File: config.mk
export PLATFORM = sky130hd
export DESIGN_NAME = ps2_host_rx_flat
export DESIGN_NICKNAME = d
export VERILOG_FILES = /design/src/rtl/ps2_pkg.sv /design/src/rtl/ps2_host_rx_if.sv /design/src/rtl/ps2_clk_filter.sv /design/src/rtl/ps2_host_rx.sv /design/src/flat_wrapper.sv
export SDC_FILE = /design/constraint.sdc
export NUM_CORES = 1
export LEC_CHECK = 0
export CAP_MARGIN = 5
export CORE_MARGIN = 2
export CORE_UTILIZATION = 40
export CTS_CLUSTER_DIAMETER = 40
export DETAILED_ROUTE_END_ITERATION = 10
export SLEW_MARGIN = 20
export SYNTH_ARGS = -nofsm -noshare
export SYNTH_HDL_FRONTEND = slang
export SYNTH_SLANG_ARGS = --single-unit
export TNS_END_PERCENT = 10
File: constraint.sdc
create_clock -name clk_sys -period 1.95 [get_ports clk_sys]
set_input_delay 0.39 -clock clk_sys [delete_from_list [all_inputs] [get_ports clk_sys]]
set_output_delay 0.39 -clock clk_sys [all_outputs]
set_load 0.05 [all_outputs]
File: src/rtl/ps2_pkg.sv
// ps2_pkg: shared receiver state encoding and scan-code prefix constants.
package ps2_pkg;
    typedef enum logic [1:0] {IDLE, DATA, PARITY, STOP} state_t;
    localparam logic [7:0] PS2_PREFIX_EXT = 8'hE0;
    localparam logic [7:0] PS2_PREFIX_REL = 8'hF0;
endpackage

File: src/rtl/ps2_host_rx_if.sv
// ps2_host_rx_if: received-byte and status bundle from the PS/2 receiver to the core.
interface ps2_host_rx_if;
    logic [7:0] rx_data;
    logic       rx_valid;
    logic       err_parity;
    logic       err_timeout;
    logic       busy;
    logic       code_ext;
    logic       code_rel;
    modport master (output rx_data, rx_valid, err_parity, err_timeout, busy, code_ext, code_rel);
    modport slave  (input  rx_data, rx_valid, err_parity, err_timeout, busy, code_ext, code_rel);
endinterface

File: src/rtl/ps2_clk_filter.sv
// ps2_clk_filter: 2-FF synchroniser, stability filter and falling-edge pulse for a slow async line.
module ps2_clk_filter #(
    parameter int FILTER = 4
) (
    input  logic clk_sys,
    input  logic reset,
    input  logic din_i,
    output logic fall_o
);
    logic [1:0] sync_q;
    logic       filt_q, filt_d, prev_q, diff, flip;
    logic [3:0] cnt_q, cnt_d;
    always_comb begin
        diff   = sync_q[1] != filt_q;
        flip   = diff && cnt_q == 4'(FILTER - 1);
        filt_d = flip ? ~filt_q : filt_q;
        cnt_d  = (diff && !flip) ? cnt_q + 4'd1 : 4'd0;
    end
    always_ff @(posedge clk_sys) begin
        if (reset) begin
            sync_q <= 2'b11;
            filt_q <= 1'b1;
            prev_q <= 1'b1;
            cnt_q  <= '0;
        end else begin
            sync_q <= {sync_q[0], din_i};
            filt_q <= filt_d;
            prev_q <= filt_q;
            cnt_q  <= cnt_d;
        end
    end
    assign fall_o = prev_q & ~filt_q;
endmodule

File: src/rtl/ps2_host_rx.sv
// ps2_host_rx: PS/2 device-to-host frame receiver with parity/stop check and stall timeout.
// Define PS2_RX_SCANCODE_EN to fold E0/F0 prefixes into code_ext/code_rel.
module ps2_host_rx
    import ps2_pkg::*;
#(
    parameter int FILTER  = 4,
    parameter int TIMEOUT = 2000
) (
    input  logic          clk_sys,
    input  logic          reset,
    input  logic          ps2_clk,
    input  logic          ps2_data,
    ps2_host_rx_if.master rx
);
    state_t      state_q, state_d;
    logic [2:0]  bitcnt_q, bitcnt_d;
    logic [7:0]  shift_q, shift_d, data_q;
    logic        par_q, par_d;
    logic [15:0] tmo_q, tmo_d;
    logic [1:0]  dsync_q;
    logic        fall, din, good, bad, expire, take;
    logic        valid_q, errp_q, errt_q;
    ps2_clk_filter #(.FILTER(FILTER)) u_clk_filter (
        .clk_sys(clk_sys),
        .reset  (reset),
        .din_i  (ps2_clk),
        .fall_o (fall)
    );
    assign din = dsync_q[1];
    always_comb begin
        state_d  = state_q;
        bitcnt_d = bitcnt_q;
        shift_d  = shift_q;
        par_d    = par_q;
        good     = 1'b0;
        bad      = 1'b0;
        expire   = state_q != IDLE && !fall && tmo_q >= 16'(TIMEOUT - 1);
        tmo_d    = (fall || state_q == IDLE) ? 16'd0 : (tmo_q == 16'(TIMEOUT)) ? tmo_q : tmo_q + 16'd1;
        if (expire) state_d = IDLE;
        else if (fall)
            case (state_q)
                IDLE: if (!din) begin
                    state_d  = DATA;
                    bitcnt_d = '0;
                end
                DATA: begin
                    shift_d  = {din, shift_q[7:1]};
                    bitcnt_d = bitcnt_q + 3'd1;
                    if (bitcnt_q == 3'd7) state_d = PARITY;
                end
                PARITY: begin
                    par_d   = din;
                    state_d = STOP;
                end
                default: begin
                    state_d = IDLE;
                    good    = din && (^{shift_q, par_q});
                    bad     = !good;
                end
            endcase
    end
    always_ff @(posedge clk_sys) begin
        if (reset) begin
            state_q  <= IDLE;
            bitcnt_q <= '0;
            shift_q  <= '0;
            par_q    <= 1'b0;
            tmo_q    <= '0;
            dsync_q  <= 2'b11;
            data_q   <= '0;
            valid_q  <= 1'b0;
            errp_q   <= 1'b0;
            errt_q   <= 1'b0;
        end else begin
            state_q  <= state_d;
            bitcnt_q <= bitcnt_d;
            shift_q  <= shift_d;
            par_q    <= par_d;
            tmo_q    <= tmo_d;
            dsync_q  <= {dsync_q[0], ps2_data};
            valid_q  <= take;
            errp_q   <= bad;
            errt_q   <= expire;
            if (take) data_q <= shift_q;
        end
    end
`ifdef PS2_RX_SCANCODE_EN
    logic ext_q, ext_d, rel_q, rel_d, cext_q, crel_q;
    // prefixes are swallowed and remembered until the code byte they qualify arrives
    always_comb begin
        ext_d = ext_q;
        rel_d = rel_q;
        take  = good && shift_q != PS2_PREFIX_EXT && shift_q != PS2_PREFIX_REL;
        if (good && shift_q == PS2_PREFIX_EXT) ext_d = 1'b1;
        if (good && shift_q == PS2_PREFIX_REL) rel_d = 1'b1;
        if (take || bad || expire) begin
            ext_d = 1'b0;
            rel_d = 1'b0;
        end
    end
    always_ff @(posedge clk_sys) begin
        if (reset) begin
            ext_q  <= 1'b0;
            rel_q  <= 1'b0;
            cext_q <= 1'b0;
            crel_q <= 1'b0;
        end else begin
            ext_q <= ext_d;
            rel_q <= rel_d;
            if (take) begin
                cext_q <= ext_q;
                crel_q <= rel_q;
            end
        end
    end
    assign rx.code_ext = cext_q;
    assign rx.code_rel = crel_q;
`else
    assign take        = good;
    assign rx.code_ext = 1'b0;
    assign rx.code_rel = 1'b0;
`endif
    assign rx.rx_data     = data_q;
    assign rx.rx_valid    = valid_q;
    assign rx.err_parity  = errp_q;
    assign rx.err_timeout = errt_q;
    assign rx.busy        = state_q != IDLE;
endmodule
File: src/flat_wrapper.sv
// flat-port wrapper written by rule: the top's interface ports become plain ports
module ps2_host_rx_flat import ps2_pkg::*;
#(
    parameter int FILTER  = 4,
    parameter int TIMEOUT = 2000
)
  (clk_sys, reset, ps2_clk, ps2_data, rx_rx_data, rx_rx_valid, rx_err_parity, rx_err_timeout, rx_busy, rx_code_ext, rx_code_rel);
  ps2_host_rx_if rx_i ();
  input  logic clk_sys;
  input  logic reset;
  input  logic ps2_clk;
  input  logic ps2_data;
  output wire logic [$bits(rx_i.rx_data)-1:0] rx_rx_data;
  output wire logic [$bits(rx_i.rx_valid)-1:0] rx_rx_valid;
  output wire logic [$bits(rx_i.err_parity)-1:0] rx_err_parity;
  output wire logic [$bits(rx_i.err_timeout)-1:0] rx_err_timeout;
  output wire logic [$bits(rx_i.busy)-1:0] rx_busy;
  output wire logic [$bits(rx_i.code_ext)-1:0] rx_code_ext;
  output wire logic [$bits(rx_i.code_rel)-1:0] rx_code_rel;
  assign rx_rx_data = rx_i.rx_data;
  assign rx_rx_valid = rx_i.rx_valid;
  assign rx_err_parity = rx_i.err_parity;
  assign rx_err_timeout = rx_i.err_timeout;
  assign rx_busy = rx_i.busy;
  assign rx_code_ext = rx_i.code_ext;
  assign rx_code_rel = rx_i.code_rel;
  ps2_host_rx #(.FILTER(FILTER), .TIMEOUT(TIMEOUT)) u_core (.clk_sys(clk_sys), .reset(reset), .ps2_clk(ps2_clk), .ps2_data(ps2_data), .rx(rx_i));
endmodule
### After elaboration in Yosys (flattened, before gate mapping)

Cells that the tools add are included.

* add/sub/neg operators: 3
* order comparisons: 1
* eq/ne operators: 8
* mux-type cells: 8
* bitwise logic cells: 5
* reductions and logical operators: 22

Operators with widths (number)
* 16-bit by 1-bit adder with 16-bit output, second input constant: 1
* 16-bit by 11-bit == test with 1-bit output, second input constant: 1
* 16-bit by 11-bit >= comparator with 1-bit output, second input constant: 1
* 3-bit AND reduction: 3
* 9-bit parity: 1
* 2-bit case mux with 3 select lines: 1
* 3-bit case mux with 2 select lines: 1
* 2-bit OR reduction: 3
* 6-bit OR reduction: 1
* 1-bit logical AND: 5
* 4-bit by 1-bit adder with 4-bit output, second input constant: 1
* 4-bit by 2-bit == test with 1-bit output, second input constant: 1
* 2-bit two-way mux: 2
* 1-bit NOT: 4
* 4-bit AND reduction: 1
* 2-bit nonzero test: 2
* 3-bit by 1-bit adder with 3-bit output, second input constant: 1
* 3-bit == test, second input constant: 1
* 1-bit zero test: 3
* 1-bit two-way mux: 3
* 3-bit two-way mux: 1
* 3-bit OR reduction: 1
* 2-bit by 1-bit == test with 1-bit output, second input constant: 1
* 2-bit == test, second input constant: 1
* other kinds (6): 6

* flip-flop bits (word level): 51
* logic and storage cells: 61

### Depth between registers and ports, before layout

* word-level depth: 7
* gate-level depth with buffers: 7
* depth with buffers taken out: 6

### By module

From an unflattened synthesis, not the netlist that was laid out.

* cells, all modules: 253
* area total of the unflattened synthesis: 2323.5 µm²

Modules (own cells, without submodules)
* ps2_host_rx: instances 1, cells an instance 226, area each 2040.7 µm², sequential area each 860.8 µm²
* ps2_clk_filter: instances 1, cells an instance 27, area each 282.8 µm², sequential area each 160.2 µm²

### Least setup slack after synthesis

Ideal clock, no wire load.

* kind: register to register
* start point: register u_core.shift_q[0]
* end point: register u_core.data_q[0] (netlist: u_core.rx.rx_data[0])
* library setup time: 72 ps
* data arrival time: 1601 ps
* required time: 1878 ps
* path slack: 277 ps
* stages on the path, launching flop included: 5
* path buffers: 0
* clock period less this slack: 1673 ps
* cells stage by stage: dfxtp_1 xor3_1 or2_2 mux2i_4 mux2i_1

* cells in the longest elaborated chain, start to end: 5

Ends and longest elaborated chain
* start, declared: RTL line ps2_host_rx.sv:17 `logic [7:0] shift_q, shift_d, data_q;`
* start signal, assigned: RTL line ps2_host_rx.sv:77 `shift_q <= shift_d;`
* 9-bit parity: RTL line ps2_host_rx.sv:57 `good = din && (^{shift_q, par_q});`
* 1-bit logical AND: RTL line ps2_host_rx.sv:57
* 1-bit two-way mux: RTL line ps2_host_rx.sv:41 `case (state_q)`
* 1-bit two-way mux: RTL line ps2_host_rx.sv:40 `else if (fall)`
* 1-bit two-way mux: RTL line ps2_host_rx.sv:39 `if (expire) state_d = IDLE;`
* end signal, assigned: RTL line ps2_host_rx.sv:84 `if (take) data_q <= shift_q;`
* end, declared: RTL line ps2_host_rx.sv:17

Parallel ways exist; a longest one is shown, timed or not.
A chain may end at the register's enable or synchronous reset.

### Worst setup path in the final report

* start point: register u_core.data_q[7] (netlist: u_core.rx.rx_data[7])
* end point: output port rx_rx_data[7]

RTL lines
* end, declared: RTL line flat_wrapper.sv:13 `output wire logic [$bits(rx_i.rx_data)-1:0] rx_rx_data;`

No word-level cell between the ends.

==> reports/qor.csv <==
metric;value;unit
rsz0062_at_grt;no;
synth-edff-count;0;
cp.arrival;1460;ps
clk_pin_slew_worst_paths;90;ps
hold_path_depth;1;
fin_hold_ws;413.5;ps
syn_avg_cell_area;9.442;µm²
post_cts_resized;0;
setup_slack;101.1;ps
crit_type;flop to primary output;
dpl-instance-area;2599;µm²
synth-async-reset-ratio;0;%
ios;18;
maxCapViolCount;0;
min_from;u_core.u_clk_filter.sync_q[0];
tritoncts;built;
cts_buffers;5;
dieArea;6458;µm²
setup_violations;0;
routed_via_density;4.958;
drive_above_1_share;8.712;%
p_total;1841;µW
die_h;80.36;µm
rr_endpoint;u_core.rx.rx_data[1];
layout.nets;276;
critPathRequiredTime;1560;ps
die_w;80.36;µm
wl_per_cell;11.53;µm
relSlewSlack;64.90;%
htreeDepth;2;
synth_top_cell_by_area;dfxtp_1;
synth_cells;247;
worst_slew_pin_slew;519.9;ps
power.density;677.6;nW/µm²
cts_setup_buffers;0;
drc;0;
postCtsHoldBufs;0;
gp_congestion;0.7112;
status;complete, no violations;
peakVddDrop;0.3081;mV
grt_usage;13.49;%
cpPeakStageDelay;810;ps
drv_slew;0;
fin_crit_sh;94.82;%
hold_class;flop to flop;
hpwlAfterDp;2730;µm
dp_slack;225.9;ps
clock-sinks;51;
ys_top_cells_by_count;51 x dfxtp_1, 23 x nor2_1, 18 x nand2b_1, 17 x mux2i_1, 12 x a21oi_1;
leakagePower;0.001006;µW
grt_pass1_vias;1502;
worst_setup_path_start_kind;flop;
io_buffers;15;
yosys_register_bits;51;
insertion_delay;300;ps
hold_viol;0;
synth_top_area_share;43.78;%
min_to;u_core.u_clk_filter.sync_q[1];
initial_core_util;41.84;%
setup_tns;0;ps
clock_path_buffers;2;
drt.antenna.violating_nets;0;
wl;3873;µm
skew;10.17;ps
path_max_fanout;2;
synth_most_common_cell;dfxtp_1;
fin_area;2716;µm²
path_buf_inv;1;
ys_types;41;
path_delay_family;buffers and inverters;
num_vias;1666;
path_cells;clkdlybuf4s50_1;
slowest_stage;clkdlybuf4s50_1;
yosysWarnings;0;
fmax;540.8;MHz
yosysSeqAreaShare;43.78;%
synthTopCellsByArea;dfxtp_1 44%, mux2i_1 7.3%, ha_1 4.8%;
synthesis.area;2332;µm²
clockRootBuffer;clkbuf_8;
rows;27;
grt_max_degree;40;
rr_worst_depth;5;
synthFlopType;dfxtp_1;
antenna_found_initial;0;
coreArea;5574;µm²
fin_crit;1849;ps
grt-ovfl-total;0;
r2r-start;u_core.shift_q[0];
end_kind;primary output;
fillers;537;
grt_pass1_wl;6789;µm
drt_iter0_markers;69;
drt_pass1_iterations;4;
n_antenna_cell;0;
area_growth;16.47;%
r2r_slack;230;ps
## registers in the layout, summed over array words and instances, names as in the netlist
signal,flops
u_core.bitcnt_q,3
u_core.rx.err_timeout,1
u_core.shift_q,8
u_core.rx.rx_valid,1
u_core.rx.err_parity,1
u_core.u_clk_filter.sync_q,2
u_core.u_clk_filter.filt_q,1
u_core.u_clk_filter.cnt_q,4
u_core.par_q,1
u_core.state_q,2
u_core.u_clk_filter.prev_q,1
u_core.dsync_q,2
u_core.rx.rx_data,8
u_core.tmo_q,16
## stage by stage
stage | instances | utilization [%]
detailed placement | 328 | 46.62
floorplan | 248 | -
global placement | 328 | 46.62
finish | 336 | 48.73
CTS | 336 | 48.73
global route | 336 | 48.73
## placed cells by master (no fill, tap or decap), types with 2 or more instances in the layout
master            n
dfxtp_1          51
a21oi_1          12
buf_12            3
nor3_1            3
xnor2_1           6
nor2_1           23
nand2_1          11
o31ai_1           4
and4_1            2
nor2b_1           5
and3_1            3
inv_1             7
nand2b_1         18
xor2_1            9
and2_1            4
o21ai_0           4
nand3_1           7
clkdlybuf4s50_1  14
a211oi_1          3
clkbuf_8          6
conb_1            2
or3_1             3
or4_1             4
or2_2             6
mux2i_1          17
nand4_1           7
buf_4             4
ha_1              9
nor4_1            2
## worst register-to-register path: stages, from the launching register on
cell	delay (ps)
dfxtp_1	360
xor3_1	470
or2_2	310
mux2i_4	170
buf_12	160
mux2i_1	180
## power breakdown
group          leakage (µW)  internal (µW)  total (µW)  switching, µW
combinational      0.000534           17.3        39.7           22.4
sequential         0.000412           1040        1050           2.55
clock             0.0000612            415         754            338
## per-layer routing
layer	track usage [%]	routed length (µm)	share of wire, %	up-vias
met5	0	0	0	-
met4	5.085	45	1.2	0
met3	4.045	146	3.8	4
met2	21.75	1761	45	26
met1	16.92	1919	50	759
li1	-	-	-	877
## area by class of cell
class	count	area (µm²)	share of cell area [%]
tap	72	90.09	3.316
clock buffer	6	82.58	3.040
sequential	51	1021	37.59
clock inverter	2	35.03	1.290
inverter	7	26.28	0.9673
timing repair buffer	21	230.2	8.475
multi-input combinational	177	1231	45.32
## logic make-up (layout without fill, tap and decap cells)
kind of cell / count (synthesis) / in the layout / share of synthesized area (%)
AND/OR/NAND/NOR: 102 / 102 / 23.93
flip-flops: 51 / 51 / 43.78
AO/OA/AOI/OAI: 29 / 29 / 7.780
buffers and inverters: 20 / 36 / 3.594
multiplexers: 18 / 18 / 8.262
XOR/XNOR: 17 / 17 / 7.672
adder cells (fa/ha/maj): 9 / 9 / 4.828
other: 1 / 2 / 0.1608
## worst max-delay path by stage
stage | startpoint | to | cells past startpoint | slack (ps)
floorplan | u_core.shift_q[0] | u_core.rx.rx_data[0] | 4 | 280
global placement | u_core.tmo_q[0] | u_core.state_q[0] | 5 | 240
detailed placement | u_core.shift_q[0] | u_core.rx.rx_data[3] | 5 | 230
CTS | u_core.rx.rx_data[7] | rx_rx_data[7] | 1 | 80
global route | u_core.rx.rx_data[7] | rx_rx_data[7] | 1 | 50
finish | u_core.rx.rx_data[7] | rx_rx_data[7] | 1 | 100
Note: power is estimated with default switching activity, not from simulation.
